[src/rtl/multi_cycle_ctrl_if.sv]
// ---------------------------------------------------------------------------
// multi_cycle_ctrl_if
// Bundle between the multi-cycle sequencer and the 32-bit datapath.
//   opcode     : instr[31:26] from the instruction register   (datapath -> ctrl)
//   alu_zero   : ALU zero flag                                 (datapath -> ctrl)
//   mem_ready  : unified memory port completed this cycle      (datapath -> ctrl)
//   pc_en, pc_src, i_or_d, mem_rd, mem_wrt, ir_wrt, reg_dst,
//   mem_to_reg, reg_wrt, alu_src_a, alu_src_b, alu_op         (ctrl -> datapath)
//   trap, state, instr_cnt : status / debug                    (ctrl -> datapath)
// The controller is the master; the datapath (or a bench) is the slave.
// ---------------------------------------------------------------------------
interface multi_cycle_ctrl_if #(
  parameter int CNT_W = 32
);
  logic [5:0]       opcode;
  logic             alu_zero;
  logic             mem_ready;

  logic             pc_en;
  logic [1:0]       pc_src;
  logic             i_or_d;
  logic             mem_rd;
  logic             mem_wrt;
  logic             ir_wrt;
  logic             reg_dst;
  logic             mem_to_reg;
  logic             reg_wrt;
  logic             alu_src_a;
  logic [1:0]       alu_src_b;
  logic [2:0]       alu_op;
  logic             trap;
  logic [3:0]       state;
  logic [CNT_W-1:0] instr_cnt;

  modport master (
    input  opcode, alu_zero, mem_ready,
    output pc_en, pc_src, i_or_d, mem_rd, mem_wrt, ir_wrt, reg_dst,
           mem_to_reg, reg_wrt, alu_src_a, alu_src_b, alu_op,
           trap, state, instr_cnt
  );

  modport slave (
    output opcode, alu_zero, mem_ready,
    input  pc_en, pc_src, i_or_d, mem_rd, mem_wrt, ir_wrt, reg_dst,
           mem_to_reg, reg_wrt, alu_src_a, alu_src_b, alu_op,
           trap, state, instr_cnt
  );
endinterface

[src/rtl/multi_cycle_ctrl.sv]
// ---------------------------------------------------------------------------
// multi_cycle_ctrl
// Multi-cycle sequencer: steps each instruction through fetch, decode,
// execute, memory and writeback sharing one ALU and one memory port.
// Ports:
//   clk  : clock, all state updates on the rising edge
//   rst  : asynchronous, active-high reset
//   bus  : multi_cycle_ctrl_if.master (datapath inputs, control outputs,
//          trap / state / retired-instruction count)
// Parameters:
//   TIMEOUT : max wait cycles on mem_ready before trapping (0 = never)
//   CNT_W   : width of instr_cnt
// ---------------------------------------------------------------------------
module multi_cycle_ctrl #(
  parameter int TIMEOUT = 15,
  parameter int CNT_W   = 32
) (
  input  logic                  clk,
  input  logic                  rst,
  multi_cycle_ctrl_if.master    bus
);

  typedef enum logic [3:0] {
    S_IDLE     = 4'd0,
    S_FETCH    = 4'd1,
    S_DECODE   = 4'd2,
    S_MEM_ADDR = 4'd3,
    S_MEM_RD   = 4'd4,
    S_MEM_WB   = 4'd5,
    S_MEM_WR   = 4'd6,
    S_EXEC_R   = 4'd7,
    S_R_WB     = 4'd8,
    S_EXEC_I   = 4'd9,
    S_I_WB     = 4'd10,
    S_BRANCH   = 4'd11,
    S_JUMP     = 4'd12,
    S_TRAP     = 4'd13
  } state_t;

  localparam logic [5:0] OP_RTYPE = 6'b000000;
  localparam logic [5:0] OP_SLT   = 6'b010111;
  localparam logic [5:0] OP_ADDI  = 6'b010000;
  localparam logic [5:0] OP_ANDI  = 6'b010001;
  localparam logic [5:0] OP_XORI  = 6'b010010;
  localparam logic [5:0] OP_SLTI  = 6'b011000;
  localparam logic [5:0] OP_LW    = 6'b010101;
  localparam logic [5:0] OP_SW    = 6'b010110;
  localparam logic [5:0] OP_BEQ   = 6'b010011;
  localparam logic [5:0] OP_JMP   = 6'b110000;

  // wait_cnt only has to reach TIMEOUT-1.
  localparam int WAIT_W = (TIMEOUT > 1) ? $clog2(TIMEOUT) : 1;

  state_t            state_q, state_d;
  logic [WAIT_W-1:0] wait_cnt;
  logic [CNT_W-1:0]  instr_cnt;

  logic       pc_wrt, pc_wrt_cond;
  logic [1:0] pc_src;
  logic       i_or_d, mem_rd, mem_wrt, ir_wrt;
  logic       reg_dst, mem_to_reg, reg_wrt;
  logic       alu_src_a;
  logic [1:0] alu_src_b;
  logic [2:0] alu_op;
  logic       trap;
  logic       waiting;     // state is blocked on mem_ready
  logic       timeout_hit; // this is the last permitted wait cycle
  logic       retire;

  assign timeout_hit = (TIMEOUT != 0) && (wait_cnt == WAIT_W'(TIMEOUT - 1));

  // Next-state and output decode.
  // NOTE: every signal written here gets a default first, so no path leaves a
  // value unassigned and no latch is inferred.
  always_comb begin
    state_d     = state_q;
    pc_wrt      = 1'b0;
    pc_wrt_cond = 1'b0;
    pc_src      = 2'b00;
    i_or_d      = 1'b0;
    mem_rd      = 1'b0;
    mem_wrt     = 1'b0;
    ir_wrt      = 1'b0;
    reg_dst     = 1'b0;
    mem_to_reg  = 1'b0;
    reg_wrt     = 1'b0;
    alu_src_a   = 1'b0;
    alu_src_b   = 2'b00;
    alu_op      = 3'b000;
    trap        = 1'b0;
    waiting     = 1'b0;

    unique case (state_q)
      S_IDLE: state_d = S_FETCH;
      S_FETCH: begin
        // PC+4 is computed while the instruction is read; IR and PC load
        // only on the cycle the memory actually completes.
        mem_rd    = 1'b1;
        alu_src_b = 2'b01;
        ir_wrt    = bus.mem_ready;
        pc_wrt    = bus.mem_ready;
        waiting   = 1'b1;
        if (bus.mem_ready) state_d = S_DECODE;
      end
      S_DECODE: begin
        alu_src_b = 2'b11; // branch target precompute
        case (bus.opcode)
          OP_RTYPE, OP_SLT:                  state_d = S_EXEC_R;
          OP_ADDI, OP_ANDI, OP_XORI, OP_SLTI: state_d = S_EXEC_I;
          OP_LW, OP_SW:                      state_d = S_MEM_ADDR;
          OP_BEQ:                            state_d = S_BRANCH;
          OP_JMP:                            state_d = S_JUMP;
          default:                           state_d = S_TRAP;
        endcase
      end
      S_MEM_ADDR: begin
        alu_src_a = 1'b1;
        alu_src_b = 2'b10;
        state_d   = (bus.opcode == OP_LW) ? S_MEM_RD : S_MEM_WR;
      end
      S_MEM_RD: begin
        i_or_d  = 1'b1;
        mem_rd  = 1'b1;
        waiting = 1'b1;
        if (bus.mem_ready) state_d = S_MEM_WB;
      end
      S_MEM_WB: begin
        mem_to_reg = 1'b1;
        reg_wrt    = 1'b1;
        state_d    = S_FETCH;
      end
      S_MEM_WR: begin
        i_or_d  = 1'b1;
        mem_wrt = 1'b1;
        waiting = 1'b1;
        if (bus.mem_ready) state_d = S_FETCH;
      end
      S_EXEC_R: begin
        alu_src_a = 1'b1;
        alu_op    = 3'b010;
        state_d   = S_R_WB;
      end
      S_R_WB: begin
        reg_dst = 1'b1;
        reg_wrt = 1'b1;
        state_d = S_FETCH;
      end
      S_EXEC_I: begin
        alu_src_a = 1'b1;
        alu_src_b = 2'b10;
        case (bus.opcode)
          OP_ANDI: alu_op = 3'b100;
          OP_XORI: alu_op = 3'b101;
          OP_SLTI: alu_op = 3'b110;
          default: alu_op = 3'b011;
        endcase
        state_d = S_I_WB;
      end
      S_I_WB: begin
        reg_wrt = 1'b1;
        state_d = S_FETCH;
      end
      S_BRANCH: begin
        alu_src_a   = 1'b1;
        alu_op      = 3'b001;
        pc_wrt_cond = 1'b1;
        pc_src      = 2'b01;
        state_d     = S_FETCH;
      end
      S_JUMP: begin
        pc_wrt  = 1'b1;
        pc_src  = 2'b10;
        state_d = S_FETCH;
      end
      S_TRAP: trap = 1'b1;
      default: state_d = S_TRAP; // unused encodings are treated as a fault
    endcase

    // mem_ready on the last permitted cycle still wins over the timeout.
    if (waiting && !bus.mem_ready && timeout_hit) state_d = S_TRAP;
  end

  // An instruction retires when it hands control back to FETCH.
  assign retire = (state_d == S_FETCH) &&
                  (state_q inside {S_MEM_WB, S_MEM_WR, S_R_WB, S_I_WB, S_BRANCH, S_JUMP});

  // NOTE: state registers use non-blocking assignments so every flop samples
  // the pre-edge values regardless of process ordering.
  always_ff @(posedge clk or posedge rst) begin
    if (rst) begin
      state_q   <= S_IDLE;
      wait_cnt  <= '0;
      instr_cnt <= '0;
    end else begin
      state_q <= state_d;
      if (state_d != state_q)
        wait_cnt <= '0;
      else if (waiting && !bus.mem_ready)
        wait_cnt <= wait_cnt + 1'b1;
      if (retire)
        instr_cnt <= instr_cnt + 1'b1;
    end
  end

  assign bus.pc_en      = pc_wrt | (pc_wrt_cond & bus.alu_zero);
  assign bus.pc_src     = pc_src;
  assign bus.i_or_d     = i_or_d;
  assign bus.mem_rd     = mem_rd;
  assign bus.mem_wrt    = mem_wrt;
  assign bus.ir_wrt     = ir_wrt;
  assign bus.reg_dst    = reg_dst;
  assign bus.mem_to_reg = mem_to_reg;
  assign bus.reg_wrt    = reg_wrt;
  assign bus.alu_src_a  = alu_src_a;
  assign bus.alu_src_b  = alu_src_b;
  assign bus.alu_op     = alu_op;
  assign bus.trap       = trap;
  assign bus.state      = state_q;
  assign bus.instr_cnt  = instr_cnt;

endmodule

[src/flat_wrapper.sv]
// flat-port wrapper written by rule: the top's interface ports become plain ports
module multi_cycle_ctrl_flat 
#(
  parameter int TIMEOUT = 15,
  parameter int CNT_W   = 32
)
  (clk, rst, bus_opcode, bus_alu_zero, bus_mem_ready, bus_pc_en, bus_pc_src, bus_i_or_d, bus_mem_rd, bus_mem_wrt, bus_ir_wrt, bus_reg_dst, bus_mem_to_reg, bus_reg_wrt, bus_alu_src_a, bus_alu_src_b, bus_alu_op, bus_trap, bus_state, bus_instr_cnt);
  multi_cycle_ctrl_if #(.CNT_W(CNT_W)) bus_i ();
  input  logic clk;
  input  logic rst;
  input wire logic [$bits(bus_i.opcode)-1:0] bus_opcode;
  input wire logic [$bits(bus_i.alu_zero)-1:0] bus_alu_zero;
  input wire logic [$bits(bus_i.mem_ready)-1:0] bus_mem_ready;
  output wire logic [$bits(bus_i.pc_en)-1:0] bus_pc_en;
  output wire logic [$bits(bus_i.pc_src)-1:0] bus_pc_src;
  output wire logic [$bits(bus_i.i_or_d)-1:0] bus_i_or_d;
  output wire logic [$bits(bus_i.mem_rd)-1:0] bus_mem_rd;
  output wire logic [$bits(bus_i.mem_wrt)-1:0] bus_mem_wrt;
  output wire logic [$bits(bus_i.ir_wrt)-1:0] bus_ir_wrt;
  output wire logic [$bits(bus_i.reg_dst)-1:0] bus_reg_dst;
  output wire logic [$bits(bus_i.mem_to_reg)-1:0] bus_mem_to_reg;
  output wire logic [$bits(bus_i.reg_wrt)-1:0] bus_reg_wrt;
  output wire logic [$bits(bus_i.alu_src_a)-1:0] bus_alu_src_a;
  output wire logic [$bits(bus_i.alu_src_b)-1:0] bus_alu_src_b;
  output wire logic [$bits(bus_i.alu_op)-1:0] bus_alu_op;
  output wire logic [$bits(bus_i.trap)-1:0] bus_trap;
  output wire logic [$bits(bus_i.state)-1:0] bus_state;
  output wire logic [$bits(bus_i.instr_cnt)-1:0] bus_instr_cnt;
  assign bus_i.opcode = bus_opcode;
  assign bus_i.alu_zero = bus_alu_zero;
  assign bus_i.mem_ready = bus_mem_ready;
  assign bus_pc_en = bus_i.pc_en;
  assign bus_pc_src = bus_i.pc_src;
  assign bus_i_or_d = bus_i.i_or_d;
  assign bus_mem_rd = bus_i.mem_rd;
  assign bus_mem_wrt = bus_i.mem_wrt;
  assign bus_ir_wrt = bus_i.ir_wrt;
  assign bus_reg_dst = bus_i.reg_dst;
  assign bus_mem_to_reg = bus_i.mem_to_reg;
  assign bus_reg_wrt = bus_i.reg_wrt;
  assign bus_alu_src_a = bus_i.alu_src_a;
  assign bus_alu_src_b = bus_i.alu_src_b;
  assign bus_alu_op = bus_i.alu_op;
  assign bus_trap = bus_i.trap;
  assign bus_state = bus_i.state;
  assign bus_instr_cnt = bus_i.instr_cnt;
  multi_cycle_ctrl #(.TIMEOUT(TIMEOUT), .CNT_W(CNT_W)) u_core (.clk(clk), .rst(rst), .bus(bus_i));
endmodule
[config.mk]
export PLATFORM = sky130hd
export DESIGN_NAME = multi_cycle_ctrl_flat
export DESIGN_NICKNAME = d
export VERILOG_FILES = /design/src/rtl/multi_cycle_ctrl_if.sv /design/src/rtl/multi_cycle_ctrl.sv /design/src/flat_wrapper.sv
export SDC_FILE = /design/constraint.sdc
export NUM_CORES = 1
export LEC_CHECK = 0
export ABC_AREA = 1
export ABC_CLOCK_PERIOD_IN_PS = 2600
export CELL_PAD_IN_SITES_DETAIL_PLACEMENT = 2
export CELL_PAD_IN_SITES_GLOBAL_PLACEMENT = 2
export CORE_MARGIN = 1.5
export CORE_UTILIZATION = 29
export DETAILED_ROUTE_END_ITERATION = 10
export GPL_TIMING_DRIVEN = 0
export PLACE_DENSITY = 0.88
export SLEW_MARGIN = 20
export SYNTH_ARGS = -nofsm -noshare
export SYNTH_HDL_FRONTEND = slang
export SYNTH_SLANG_ARGS = --single-unit
[constraint.sdc]
create_clock -name clk -period 2.6 [get_ports clk]
set_input_delay 0.26 -clock clk [delete_from_list [all_inputs] [get_ports clk]]
set_output_delay 0.26 -clock clk [all_outputs]
set_load 0.02 [all_outputs]
==> impl_metrics.yaml <==
critical_path:
  worstPathRequired_ps: 2340
  critPathBufInv: 4
  crit_slowest_cell: "clkdlybuf4s50_1"
  start_kind: "flop"
  crit_chain: "inv_2, nand2_4, inv_1, nand2_1, inv_1, a211o_1, clkdlybuf4s50_1"
  critPathMaxFanout: 6
  max_stage_delay_ps: 540
  crit_arrival_ps: 2120
  cp_common_cell: "inv_1"
  cp_top_family: "buffers and inverters"
  r2r-start: "u_core.bus.state[3]"
  endpoint_kind: "output port"
  crit_start: "u_core.bus.state[2]"
  critPathKind: "flop to output port"
sta:
  slew_headroom_pct: 63.68
  final-setup-viol-count: 0
  fin_crit_ps: 2380
  rsz0062_at_grt: "false"
  hold_viol_final: 0
  fmax_mhz: 420.1
  finalClockSkew_ps: 12.33
  whs_ps: 210.7
  setup_tns_ps: 0
  worst_pin_slew_ps: 540.7
  slew_violations: 0
  fin_crit_sh_pct: 91.55
pwr:
  swShare_pct: 45.51
  pwr-share-clk_pct: 19.5
  vdd_drop_max_uv: 417.2
  p_per_area_nw_per_um2: 815.1
  combinationalPowerShare_pct: 54.7
  p_seq_share_pct: 25.8
  p_leak_nw: 1.889
  p_int_mw: 1.735
  p_sw_mw: 1.449
detailed_routing:
  drt_first_pass_iters: 4
  drc: 0
  wl_per_cell_um: 17.19
  vias: 3002
  detail-route-antenna-nets: 0
  wl_um: 10470
  avgViaCountPerCell: 4.929
  drtIter0Drc: 49
global_routing:
  grt_pass1_vias: 3327
  track_usage_pct: 20.29
  grt-ovfl-total: 0
  antenna_found_initial: 0
  grt_max_degree: 30
  grt_pass1_wl_um: 17510
clocking:
  cts_setup_buffers: 0
  numClockSinks: 40
  clock_tree.buffer_depth: 2
  cts_resized: 0
  clk_pin_slew_ps: 90
  cts_hold_buf: 0
  cts_tree: "yes"
  root_buffer: "clkbuf_8"
  cts_buffers: 5
  insertion_delay_ps: 310
  h-tree-depth: 2
logic_synthesis:
  syn-num-nets: 419
  syn_inst: 406
  syn_area_per_cell_um2: 7.298
  synth_edf_count: 0
  synth_seq_cells: 40
  synth_area_um2: 2963
  ys.flop_type: "dfrtp_1"
  synthArstFlopShare_pct: 100.0
  synth_cell_type_count: 34
  yosysSeqAreaShare_pct: 33.78
  yosysWarnings: 0
finish:
  nFillCells: 1175
  final_nets: 489
  antenna_cells: 0
  post-route-util_pct: 39.78
  drive_gt1_share_pct: 11.76
  syn2layout_area_growth_pct: 31.84
place:
  dp.final_hpwl_um: 8287
  place.gp.congestion: 0.8290
  portBuffers: 62
job:
  drv_cap: 0
die:
  die_h_um: 104.1
  die_w_um: 104.1
  rows: 36
  io_pins: 63
  die-area_um2: 10830
  coreArea_um2: 9819
  initial_utilization_pct: 30.17
hold_path:
  hp-class: "primary input to asynchronous set/reset pin"
status:
  status: "completed"
[sequential cells by signal, summed over array words and instances, names as in the netlist]
signal                count
u_core.bus.instr_cnt     32
u_core.wait_cnt           4
u_core.bus.state          4
[final timing paths]
check,to,slack [ps],cells past startpoint
setup reg to reg,u_core.bus.instr_cnt[21],270,12
max in group asynchronous,u_core.bus.instr_cnt[27],1910,3
min in group clk,u_core.bus.instr_cnt[31],550,2
setup / recovery,bus_pc_en,220,7
hold reg to reg,u_core.bus.instr_cnt[31],550,2
hold / removal,u_core.bus.instr_cnt[5],210,2
[cells in the final DEF, fill, tap and decap left out, types with 8 or more instances in the layout]
master and count:
clkdlybuf4s50_1 62, dfrtp_1 40, inv_1 45, nand2_1 135, nand2_2 12, nand3_1 19
nand4_1 14, nor2_1 41, nor3_1 16, o21ai_0 8, xnor2_1 8, xnor2_2 9
xor2_1 15
[stage by stage]
step                      setup WS [ps]  power, mW  instances  cell area [µm²]
after floorplan                   617.5      1.924        406             2963
after global placement            145.6      2.489        601             3750
after detailed placement          140.1      2.580        602             3770
after CTS                         113.0      3.218        609             3899
after global routing              74.55      3.390        609             3906
final                             219.6      3.184        609             3906
[per-layer routing]
| metal | global-route usage [%] | part of all wire (%) |
|---|---|---|
| met1 | 25.26 | 44 |
| met2 | 36.05 | 52 |
| met3 | 3.258 | 2.4 |
| met4 | 5.754 | 1.4 |
| met5 | 0 | 0 |
[cell families after synthesis]
family	Yosys count	synth area share, %
simple gates	261	41.34
buf+inv	56	8.995
flops	40	33.78
xor+xnor	32	11.74
compound gates	14	2.872
fa+ha+maj	3	1.267
[power groups by stage]
stage                     combinational [mW]  clock [mW]  sequential, mW
after floorplan                         1.03           0           0.897
after global placement                  1.66           0           0.824
after detailed placement                1.75           0           0.834
after CTS                               1.76       0.631           0.823
after global routing                    1.90       0.652           0.835
final                                   1.74       0.621           0.820
[cell usage after synthesis, types with 2 or more instances]
master | n | area (µm²)
nand4_1 | 14 | 87.58
nor3_1 | 16 | 80.08
ha_1 | 3 | 37.54
nand2_2 | 12 | 75.07
dfrtp_1 | 40 | 1001
nor4_1 | 7 | 43.79
nor2_1 | 42 | 157.7
inv_2 | 2 | 7.510
o21ai_0 | 8 | 40.04
inv_1 | 46 | 172.7
nor2_2 | 3 | 18.77
buf_4 | 2 | 15.01
xnor2_1 | 8 | 70.07
nand3_1 | 19 | 95.09
nand2_4 | 4 | 45.04
buf_6 | 4 | 45.04
nand2_1 | 135 | 506.7
nor2_4 | 3 | 33.78
xor2_1 | 15 | 131.4
xnor2_2 | 9 | 146.4
[cell type report]
type,count,area (µm²),share of cell area (%)
multi-input combinational,310,1703,43.59
sequential,40,1001,25.62
timing repair buffer,63,640.6,16.40
inverter,49,186.4,4.773
tap,133,166.4,4.260
buffer,7,80.08,2.050
clock buffer,5,68.82,1.762
clock inverter,2,60.06,1.537
Power figures use the tool's default switching activity.
